### config.mk
export PLATFORM = sky130hd
export DESIGN_NAME = multicycle_controller
export DESIGN_NICKNAME = d
export VERILOG_FILES = /design/src/rtl/multicycle_pkg.sv /design/src/rtl/multicycle_controller_alu_decoder.sv /design/src/rtl/multicycle_controller.sv
export SDC_FILE = /design/constraint.sdc
export NUM_CORES = 1
export LEC_CHECK = 0
export CORE_UTILIZATION = 34
export CTS_CLUSTER_DIAMETER = 100
export CTS_CLUSTER_SIZE = 25
export DETAILED_ROUTE_END_ITERATION = 10
export PLACE_DENSITY = 0.75
export SLEW_MARGIN = 10
export SYNTH_ARGS = -nofsm -noshare
export SYNTH_HDL_FRONTEND = slang
export SYNTH_SLANG_ARGS = --single-unit
### constraint.sdc
create_clock -name i_clk -period 1.4 [get_ports i_clk]
set_input_delay 0.14 -clock i_clk [delete_from_list [all_inputs] [get_ports i_clk]]
set_output_delay 0.14 -clock i_clk [all_outputs]
set_load 0.1 [all_outputs]
### src/rtl/multicycle_pkg.sv
// Shared encodings for the multicycle RV32I control unit: FSM states, opcodes,
// ALU operation modes and the datapath mux-select / ALU-control codes.
package multicycle_pkg;

    typedef enum logic [3:0] {
        FETCH    = 4'd0,
        DECODE   = 4'd1,
        MEMADR   = 4'd2,
        MEMREAD  = 4'd3,
        MEMWB    = 4'd4,
        MEMWRITE = 4'd5,
        EXECUTER = 4'd6,
        EXECUTEI = 4'd7,
        ALUWB    = 4'd8,
        BRANCH   = 4'd9,
        JAL      = 4'd10,
        TRAP     = 4'd11
    } state_t;

    typedef enum logic [1:0] {
        ALUOP_ADD   = 2'd0,
        ALUOP_SUB   = 2'd1,
        ALUOP_FUNCT = 2'd2
    } aluop_t;

    localparam logic [6:0] OP_LW  = 7'b0000011;
    localparam logic [6:0] OP_SW  = 7'b0100011;
    localparam logic [6:0] OP_R   = 7'b0110011;
    localparam logic [6:0] OP_I   = 7'b0010011;
    localparam logic [6:0] OP_BR  = 7'b1100011;
    localparam logic [6:0] OP_JAL = 7'b1101111;

    localparam logic [1:0] IMM_I = 2'b00;
    localparam logic [1:0] IMM_S = 2'b01;
    localparam logic [1:0] IMM_B = 2'b10;
    localparam logic [1:0] IMM_J = 2'b11;

    localparam logic [1:0] SRCA_PC    = 2'b00;
    localparam logic [1:0] SRCA_OLDPC = 2'b01;
    localparam logic [1:0] SRCA_RS1   = 2'b10;

    localparam logic [1:0] SRCB_RS2 = 2'b00;
    localparam logic [1:0] SRCB_IMM = 2'b01;
    localparam logic [1:0] SRCB_4   = 2'b10;

    localparam logic [1:0] RES_ALUOUT = 2'b00;
    localparam logic [1:0] RES_DATA   = 2'b01;
    localparam logic [1:0] RES_ALU    = 2'b10;

    localparam logic [2:0] ALU_ADD = 3'b000;
    localparam logic [2:0] ALU_SUB = 3'b001;
    localparam logic [2:0] ALU_AND = 3'b010;
    localparam logic [2:0] ALU_OR  = 3'b011;
    localparam logic [2:0] ALU_SLT = 3'b101;

    // The extender format follows the opcode alone, whatever the FSM state.
    function automatic logic [1:0] immsrc_of(input logic [6:0] op);
        case (op)
            OP_SW:   return IMM_S;
            OP_BR:   return IMM_B;
            OP_JAL:  return IMM_J;
            default: return IMM_I;
        endcase
    endfunction

endpackage

### src/rtl/multicycle_controller_alu_decoder.sv
// Maps the FSM's ALU mode plus instruction funct fields onto the ALU control code.
module alu_decoder
    import multicycle_pkg::*;
(
    input  aluop_t     aluop,
    input  logic [2:0] funct3,
    input  logic       op5,
    input  logic       funct7b5,
    output logic [2:0] alucontrol
);

    always_comb begin
        alucontrol = ALU_ADD;
        case (aluop)
            ALUOP_ADD: alucontrol = ALU_ADD;
            ALUOP_SUB: alucontrol = ALU_SUB;
            ALUOP_FUNCT: begin
                case (funct3)
                    // op5 separates R-type from I-type, so addi never becomes sub
                    3'b000:  alucontrol = (op5 & funct7b5) ? ALU_SUB : ALU_ADD;
                    3'b010:  alucontrol = ALU_SLT;
                    3'b110:  alucontrol = ALU_OR;
                    3'b111:  alucontrol = ALU_AND;
                    default: alucontrol = ALU_ADD;
                endcase
            end
            default: alucontrol = ALU_ADD;
        endcase
    end

endmodule

### src/rtl/multicycle_controller.sv
// Moore FSM sequencing the shared multicycle datapath, one resource use per cycle.
// o_state exposes the current state for debug and checkers.
module multicycle_controller
    import multicycle_pkg::*;
(
    input  logic       i_clk,
    input  logic       i_rst,
    input  logic [6:0] i_op,
    input  logic [2:0] i_funct3,
    input  logic       i_funct7b5,
    input  logic       i_zero,
    input  logic       i_mem_ready,
    output logic [1:0] o_immsrc,
    output logic [1:0] o_alusrca,
    output logic [1:0] o_alusrcb,
    output logic [1:0] o_resultsrc,
    output logic       o_adrsrc,
    output logic       o_irwrite,
    output logic       o_pcwrite,
    output logic       o_regwrite,
    output logic       o_memwrite,
    output logic [2:0] o_alucontrol,
    output logic       o_illegal,
    output state_t     o_state
);

    state_t state, state_next;
    aluop_t aluop;
    logic   irwrite, pcwrite, regwrite, memwrite;
    logic   taken;

    always_ff @(posedge i_clk) begin
        if (i_rst) state <= FETCH;
        else       state <= state_next;
    end

    always_comb begin
        case (i_funct3)
            3'b000:  taken = i_zero;
            3'b001:  taken = !i_zero;
            default: taken = 1'b0;
        endcase
    end

    // Memory handshake: an access in FETCH, MEMREAD or MEMWRITE completes in the
    // cycle i_mem_ready is 1; until then the state holds and its selects stay put.
    always_comb begin
        state_next  = state;
        aluop       = ALUOP_ADD;
        o_alusrca   = SRCA_PC;
        o_alusrcb   = SRCB_RS2;
        o_resultsrc = RES_ALUOUT;
        o_adrsrc    = 1'b0;
        irwrite     = 1'b0;
        pcwrite     = 1'b0;
        regwrite    = 1'b0;
        memwrite    = 1'b0;
        o_illegal   = 1'b0;
        case (state)
            FETCH: begin
                o_alusrcb   = SRCB_4;
                o_resultsrc = RES_ALU;
                irwrite     = i_mem_ready;
                pcwrite     = i_mem_ready;
                if (i_mem_ready) state_next = DECODE;
            end
            DECODE: begin
                o_alusrca = SRCA_OLDPC;
                o_alusrcb = SRCB_IMM;
                case (i_op)
                    OP_LW, OP_SW: state_next = MEMADR;
                    OP_R:         state_next = EXECUTER;
                    OP_I:         state_next = EXECUTEI;
                    OP_BR:        state_next = BRANCH;
                    OP_JAL:       state_next = JAL;
                    default:      state_next = TRAP;
                endcase
            end
            MEMADR: begin
                o_alusrca  = SRCA_RS1;
                o_alusrcb  = SRCB_IMM;
                state_next = (i_op == OP_LW) ? MEMREAD : MEMWRITE;
            end
            MEMREAD: begin
                o_adrsrc = 1'b1;
                if (i_mem_ready) state_next = MEMWB;
            end
            MEMWB: begin
                o_resultsrc = RES_DATA;
                regwrite    = 1'b1;
                state_next  = FETCH;
            end
            MEMWRITE: begin
                o_adrsrc = 1'b1;
                memwrite = 1'b1;
                if (i_mem_ready) state_next = FETCH;
            end
            EXECUTER: begin
                o_alusrca  = SRCA_RS1;
                aluop      = ALUOP_FUNCT;
                state_next = ALUWB;
            end
            EXECUTEI: begin
                o_alusrca  = SRCA_RS1;
                o_alusrcb  = SRCB_IMM;
                aluop      = ALUOP_FUNCT;
                state_next = ALUWB;
            end
            ALUWB: begin
                regwrite   = 1'b1;
                state_next = FETCH;
            end
            BRANCH: begin
                o_alusrca  = SRCA_RS1;
                aluop      = ALUOP_SUB;
                pcwrite    = taken;
                state_next = FETCH;
            end
            JAL: begin
                o_alusrca  = SRCA_OLDPC;
                o_alusrcb  = SRCB_4;
                pcwrite    = 1'b1;
                state_next = ALUWB;
            end
            TRAP: o_illegal = 1'b1;
            default: state_next = FETCH;
        endcase
    end

    // Strobes are masked during reset so an aborted instruction writes nothing.
    assign o_irwrite  = irwrite  & ~i_rst;
    assign o_pcwrite  = pcwrite  & ~i_rst;
    assign o_regwrite = regwrite & ~i_rst;
    assign o_memwrite = memwrite & ~i_rst;
    assign o_immsrc   = immsrc_of(i_op);
    assign o_state    = state;

    alu_decoder u_alu_decoder (
        .aluop      (aluop),
        .funct3     (i_funct3),
        .op5        (i_op[5]),
        .funct7b5   (i_funct7b5),
        .alucontrol (o_alucontrol)
    );

endmodule

==> results of run 1 <==
[per-stage QoR]
step                instances  instance area (sq um)
floorplan                  97                  898.4
global placement          177                   1600
detailed placement        177                   1600
[cell families after synthesis]
group | share of synthesized area
multiplexers | 0.03095
AO/OA/AOI/OAI | 0.2147
XOR/XNOR | 0.06770
adder cells (fa/ha/maj) | 0.03868
buffers and inverters | 0.09478
AND/OR/NAND/NOR | 0.4294
flip-flops | 0.1238
[synth_stat cells, drive strengths merged (3+ instances only)]
cell    number
o21ai        4
nor2        11
nor4         3
buf          6
nor3b        3
a21oi        5
inv          5
nand2        9
xnor2        4
dfxtp        4
nor2b        5
a311oi       3
nor3         5
==> results.md, run 1 <==
- Status: did not finish
- Failed at: clock tree synthesis (4_1_cts)
- Stop Error: [ERROR DPL-0038] Utilization greater than 100%, impossible to legalize
- Most used DFF post-synth: dfxtp_1
- CTS Buffer Depth: 2
- Net count after synthesis: 114
- Gpl congestion: 0.8515
- Post-CTS sizing: 45
- # H-tree levels: 1
- Netlist cell types: 36
- Cell accounting for the most synthesized area: dfxtp_1
- Syn Std Cell Area: 646.9 sq um
- # IOs: 36
- Yosys warning total: 0
- Cts hold-fix bufs: 0
- Detailed Place HPWL: 2.229 mm
- Worst slack, placed: -0.4626 ns
- Gate Count Post-Synth: 97
- Post-CTS Setup Bufs: 6
- Cell at the root of the clock tree: clkbuf_4
- Port bufs: 35
- Rows: 15
- Num Clock Sinks: 4
- CTS buffer count: 3
- Vert. Die Dim: 45.62 um
- Ys async rst share: 0
- Sequential share of the synthesized area: 0.1238
- Initial Util: 0.3667
- Chip width: 45.62 um
- Syn_area_per_cell: 6.669 sq um
- Share of Yosys cell area claimed by the top area cell type: 0.1238
- Yosys reg bits: 4
- Post-synth EDFFs: 0
- Largest cells by area after synthesis: dfxtp_1 12%, nor2_1 6.4%, xnor2_1 5.4%
==> run 2: changes to the inputs <==
--- a/config.mk
+++ b/config.mk
@@ -5,11 +5,10 @@
 export SDC_FILE = /design/constraint.sdc
 export NUM_CORES = 1
 export LEC_CHECK = 0
-export CORE_UTILIZATION = 34
-export CTS_CLUSTER_DIAMETER = 100
-export CTS_CLUSTER_SIZE = 25
+export CORE_AREA = 2 2 63 65
 export DETAILED_ROUTE_END_ITERATION = 10
-export PLACE_DENSITY = 0.75
+export DIE_AREA = 0 0 65 67
+export PLACE_DENSITY_LB_ADDON = 0.15
 export SLEW_MARGIN = 10
 export SYNTH_ARGS = -nofsm -noshare
 export SYNTH_HDL_FRONTEND = slang
==> constraint.sdc (replaced) <==
create_clock -name i_clk -period 1.8 [get_ports i_clk]
set_input_delay 0.18 -clock i_clk [delete_from_list [all_inputs] [get_ports i_clk]]
set_output_delay 0.18 -clock i_clk [all_outputs]
set_load 0.1 [all_outputs]
==> run 2 against run 1 <==
  * The flow now finishes, with violations (negative setup slack)
  * Synthesized cell count unchanged
  * Synthesized area did not move
==> results.md, run 2 <==
- Crit. End Element: output pin
- Final min period: 1.804 ns
- Cell accounting for the most synthesized area: dfxtp_1
- Min-delay worst type: input pin to flop
- Final Hold Fails: 0
- Pwr Density: 996.2 mW/mm^2
- Startpoint class of the critical path: flop
- Congestion Overflow GR: 0
- Clock Latency Late Sink: 0.22 ns
- Setup ws final: -0.003932 ns
- Total global-route track usage: 0.1280
- Initial antenna violation count: 0
- Final nets: 164
- # H-tree levels: 1 (unchanged)
- DR vias: 913
- Crit path from: o_state[3]
- Syn_area_per_cell: 6.669 sq um (unchanged)
- Most used DFF post-synth: dfxtp_1
- Largest net degree at the start of global routing: 18
- Cts hold-fix bufs: 0 (unchanged)
- Vert. Die Dim: 67 um (+47%)
- MaxCap Viol Count: 0
- Core area: 0.003606 sq mm
- Detailed Place HPWL: 1.960 mm (-12%)
- Gate Count Post-Synth: 97 (unchanged)
- Crit-path max FO: 6
- Net count after synthesis: 114 (unchanged)
- Count leader, synth: nor2_1
- DRT iter0 DRCs: 67
- R2R depth: 5
- Number of global-route vias before repair: 942
- Clock Skews: 0.001449 ns
- Reg2reg setup slack: 0.31 ns
- Crit path capture: o_pcwrite
- Cell at the root of the clock tree: clkbuf_8
- Max Clk Rate: 554.3 MHz
- Worst slack, placed: -0.1042 ns (+0.3584 ns)
- Ys async rst share: 0 (unchanged)
- Initial Util: 0.1794 (-0.1873)
- Yosys reg bits: 4 (unchanged)
- Drt wl/cell: 12.95 um
- Max FFs per register: 4
- Port bufs: 35 (unchanged)
- Commonest non-fill, non-tap cell in the layout: buf_12
- CP arrival: 1.62 ns
- CTS buffer count: 3 (unchanged)
- Antenna cells: 0
- Share of Yosys cell area claimed by the top area cell type: 0.1238 (unchanged)
- Die area: 0.004355 sq mm
- Yosys warning total: 0 (unchanged)
- Worst rel slew slack: 0.7928
- RSZ-0062 raised after global routing: true
- Rows: 22 (+7)
- Syn Std Cell Area: 646.9 sq um (unchanged)
- Fin crit share: 1.002
- # DRC: 0
- Worst-Margin Slew: 0.3086 ns
- First-pass GRT wire length: 4.340 mm
- Largest cells by area after synthesis: dfxtp_1 12%, nor2_1 6.4%, xnor2_1 5.4%
- Final ANT Viol Nets: 0
- Gpl congestion: 0.7827 (-8.1%)
- # IOs: 36 (unchanged)
- Crit path required time: 1.62 ns
- Slew Limit Fails: 0
- Post-synth EDFFs: 0 (unchanged)
- Pleak: 0.6133 nW
- CTS tree: done
- Post-Route WL: 2.499 mm
- Failing checks: negative setup slack
- Most frequent cells in the layout: 21 x buf_12, 17 x buf_4, 8 x clkdlybuf4s50_1
- Netlist cell types: 36 (unchanged)
- Status: finished with violations
- CTS Buffer Depth: 2 (unchanged)
- Overall power: 1.588 mW
- Clock Pin Slew Worst Setup and Hold Paths: 0.03 ns
- Num Clock Sinks: 4 (unchanged)
- Sequential share of the synthesized area: 0.1238 (unchanged)
- Peak supply drop: 0.5669 mV
- Chip width: 65 um (+42%)
- Vias/cell: 4.731
- Reg2reg end: o_state[0]
- TritonRoute pass-1 iters: 4
- Reg-to-reg startpoint: o_state[2]
- Area delta synth->final: 146.4%
- Number of fill cells: 362
- Critical setup path kind: flop to output pin
- Layout cells sized above 1: 0.5103
- Endpoints failing setup: 1
- Synth top cells by count: 11 x nor2_1, 9 x nand2_1
==> run 2: cell counts after synthesis <==
Identical to the previous run, type by type.
==> run 2: worst min-delay path by stage <==
stage / start / end / slack [ns] / cells after the start
6_report: i_op[5] / o_state[0] / 0.38 / 3
4_1_cts: i_op[3] / o_state[0] / 0.63 / 4
3_5_place_dp: o_state[1] / o_state[1] / 0.75 / 3
2_1_floorplan: i_rst / o_state[0] / 0.24 / 1
3_3_place_gp: o_state[1] / o_state[1] / 0.75 / 3
5_1_grt: i_op[5] / o_state[0] / 0.41 / 3
==> run 2: timing repair <==
item / CTS / global route
pin swaps: 5 / 5
gates resized for setup: 11 / 5
setup endpoints to repair: 4 / 7
setup buffers: 3 / 0
==> run 2: metal layers <==
layer | vias to the layer above | share of wire | track usage
li1 | 450 | - | -
met5 | - | 0 | 0
met2 | 29 | 0.50 | 0.2088
met4 | 0 | 0.014 | 0.05053
met3 | 5 | 0.058 | 0.03209
met1 | 429 | 0.43 | 0.1606
==> run 2: layout make-up <==
class / instances / area (sq um) / share of cell area
Inverter: 5 / 21.27 / 0.01334
Multi-Input combinational cell: 80 / 680.7 / 0.4270
Tap cell: 48 / 60.06 / 0.03768
Sequential cell: 4 / 95.09 / 0.05965
Clock buffer: 3 / 41.29 / 0.02590
Timing Repair Buffer: 53 / 695.7 / 0.4364
==> run 2: worst max-delay path, stage by stage, from the launching register on <==
cell     delay [ns]
dfxtp_4        0.38
nand2_2        0.07
or4_4          0.50
a21oi_4        0.14
o21a_4         0.14
buf_12         0.16
==> run 2: through the flow <==
stage / util / hold slack (ns) / setup TNS, ns / area (sq um) / instances
after detailed placement: 0.4171 / 0.7487 / -0.2489 / 1504 / 187
after CTS: 0.4368 / 0.6343 / -0.1020 / 1575 / 193
after global placement: 0.4171 / 0.7459 / -0.1722 / 1504 / 187
final: 0.4421 / 0.3790 / -0.003932 / 1594 / 193
after global routing: 0.4421 / 0.4146 / -0.2202 / 1594 / 193
after floorplan: - / 0.2424 / -4.058 / 853.3 / 97
==> run 2: power by group <==
part	switching, mW	internal, mW	total [mW]
registers	0.0198	0.109	0.129
logic	0.787	0.471	1.26
clock network	0.0580	0.144	0.202
==> run 2: cells by family (layout without fill, tap and decap cells) <==
kind of cell | count (synthesis) | count (layout) | synth area share
simple gates | 50 | 50 | 0.4294
compound gates | 21 | 21 | 0.2147
buf+inv | 13 | 61 | 0.09478
xor+xnor | 5 | 5 | 0.06770
flops | 4 | 4 | 0.1238
fa+ha+maj | 2 | 2 | 0.03868
mux | 2 | 2 | 0.03095
(Power assumes the default switching activity.)
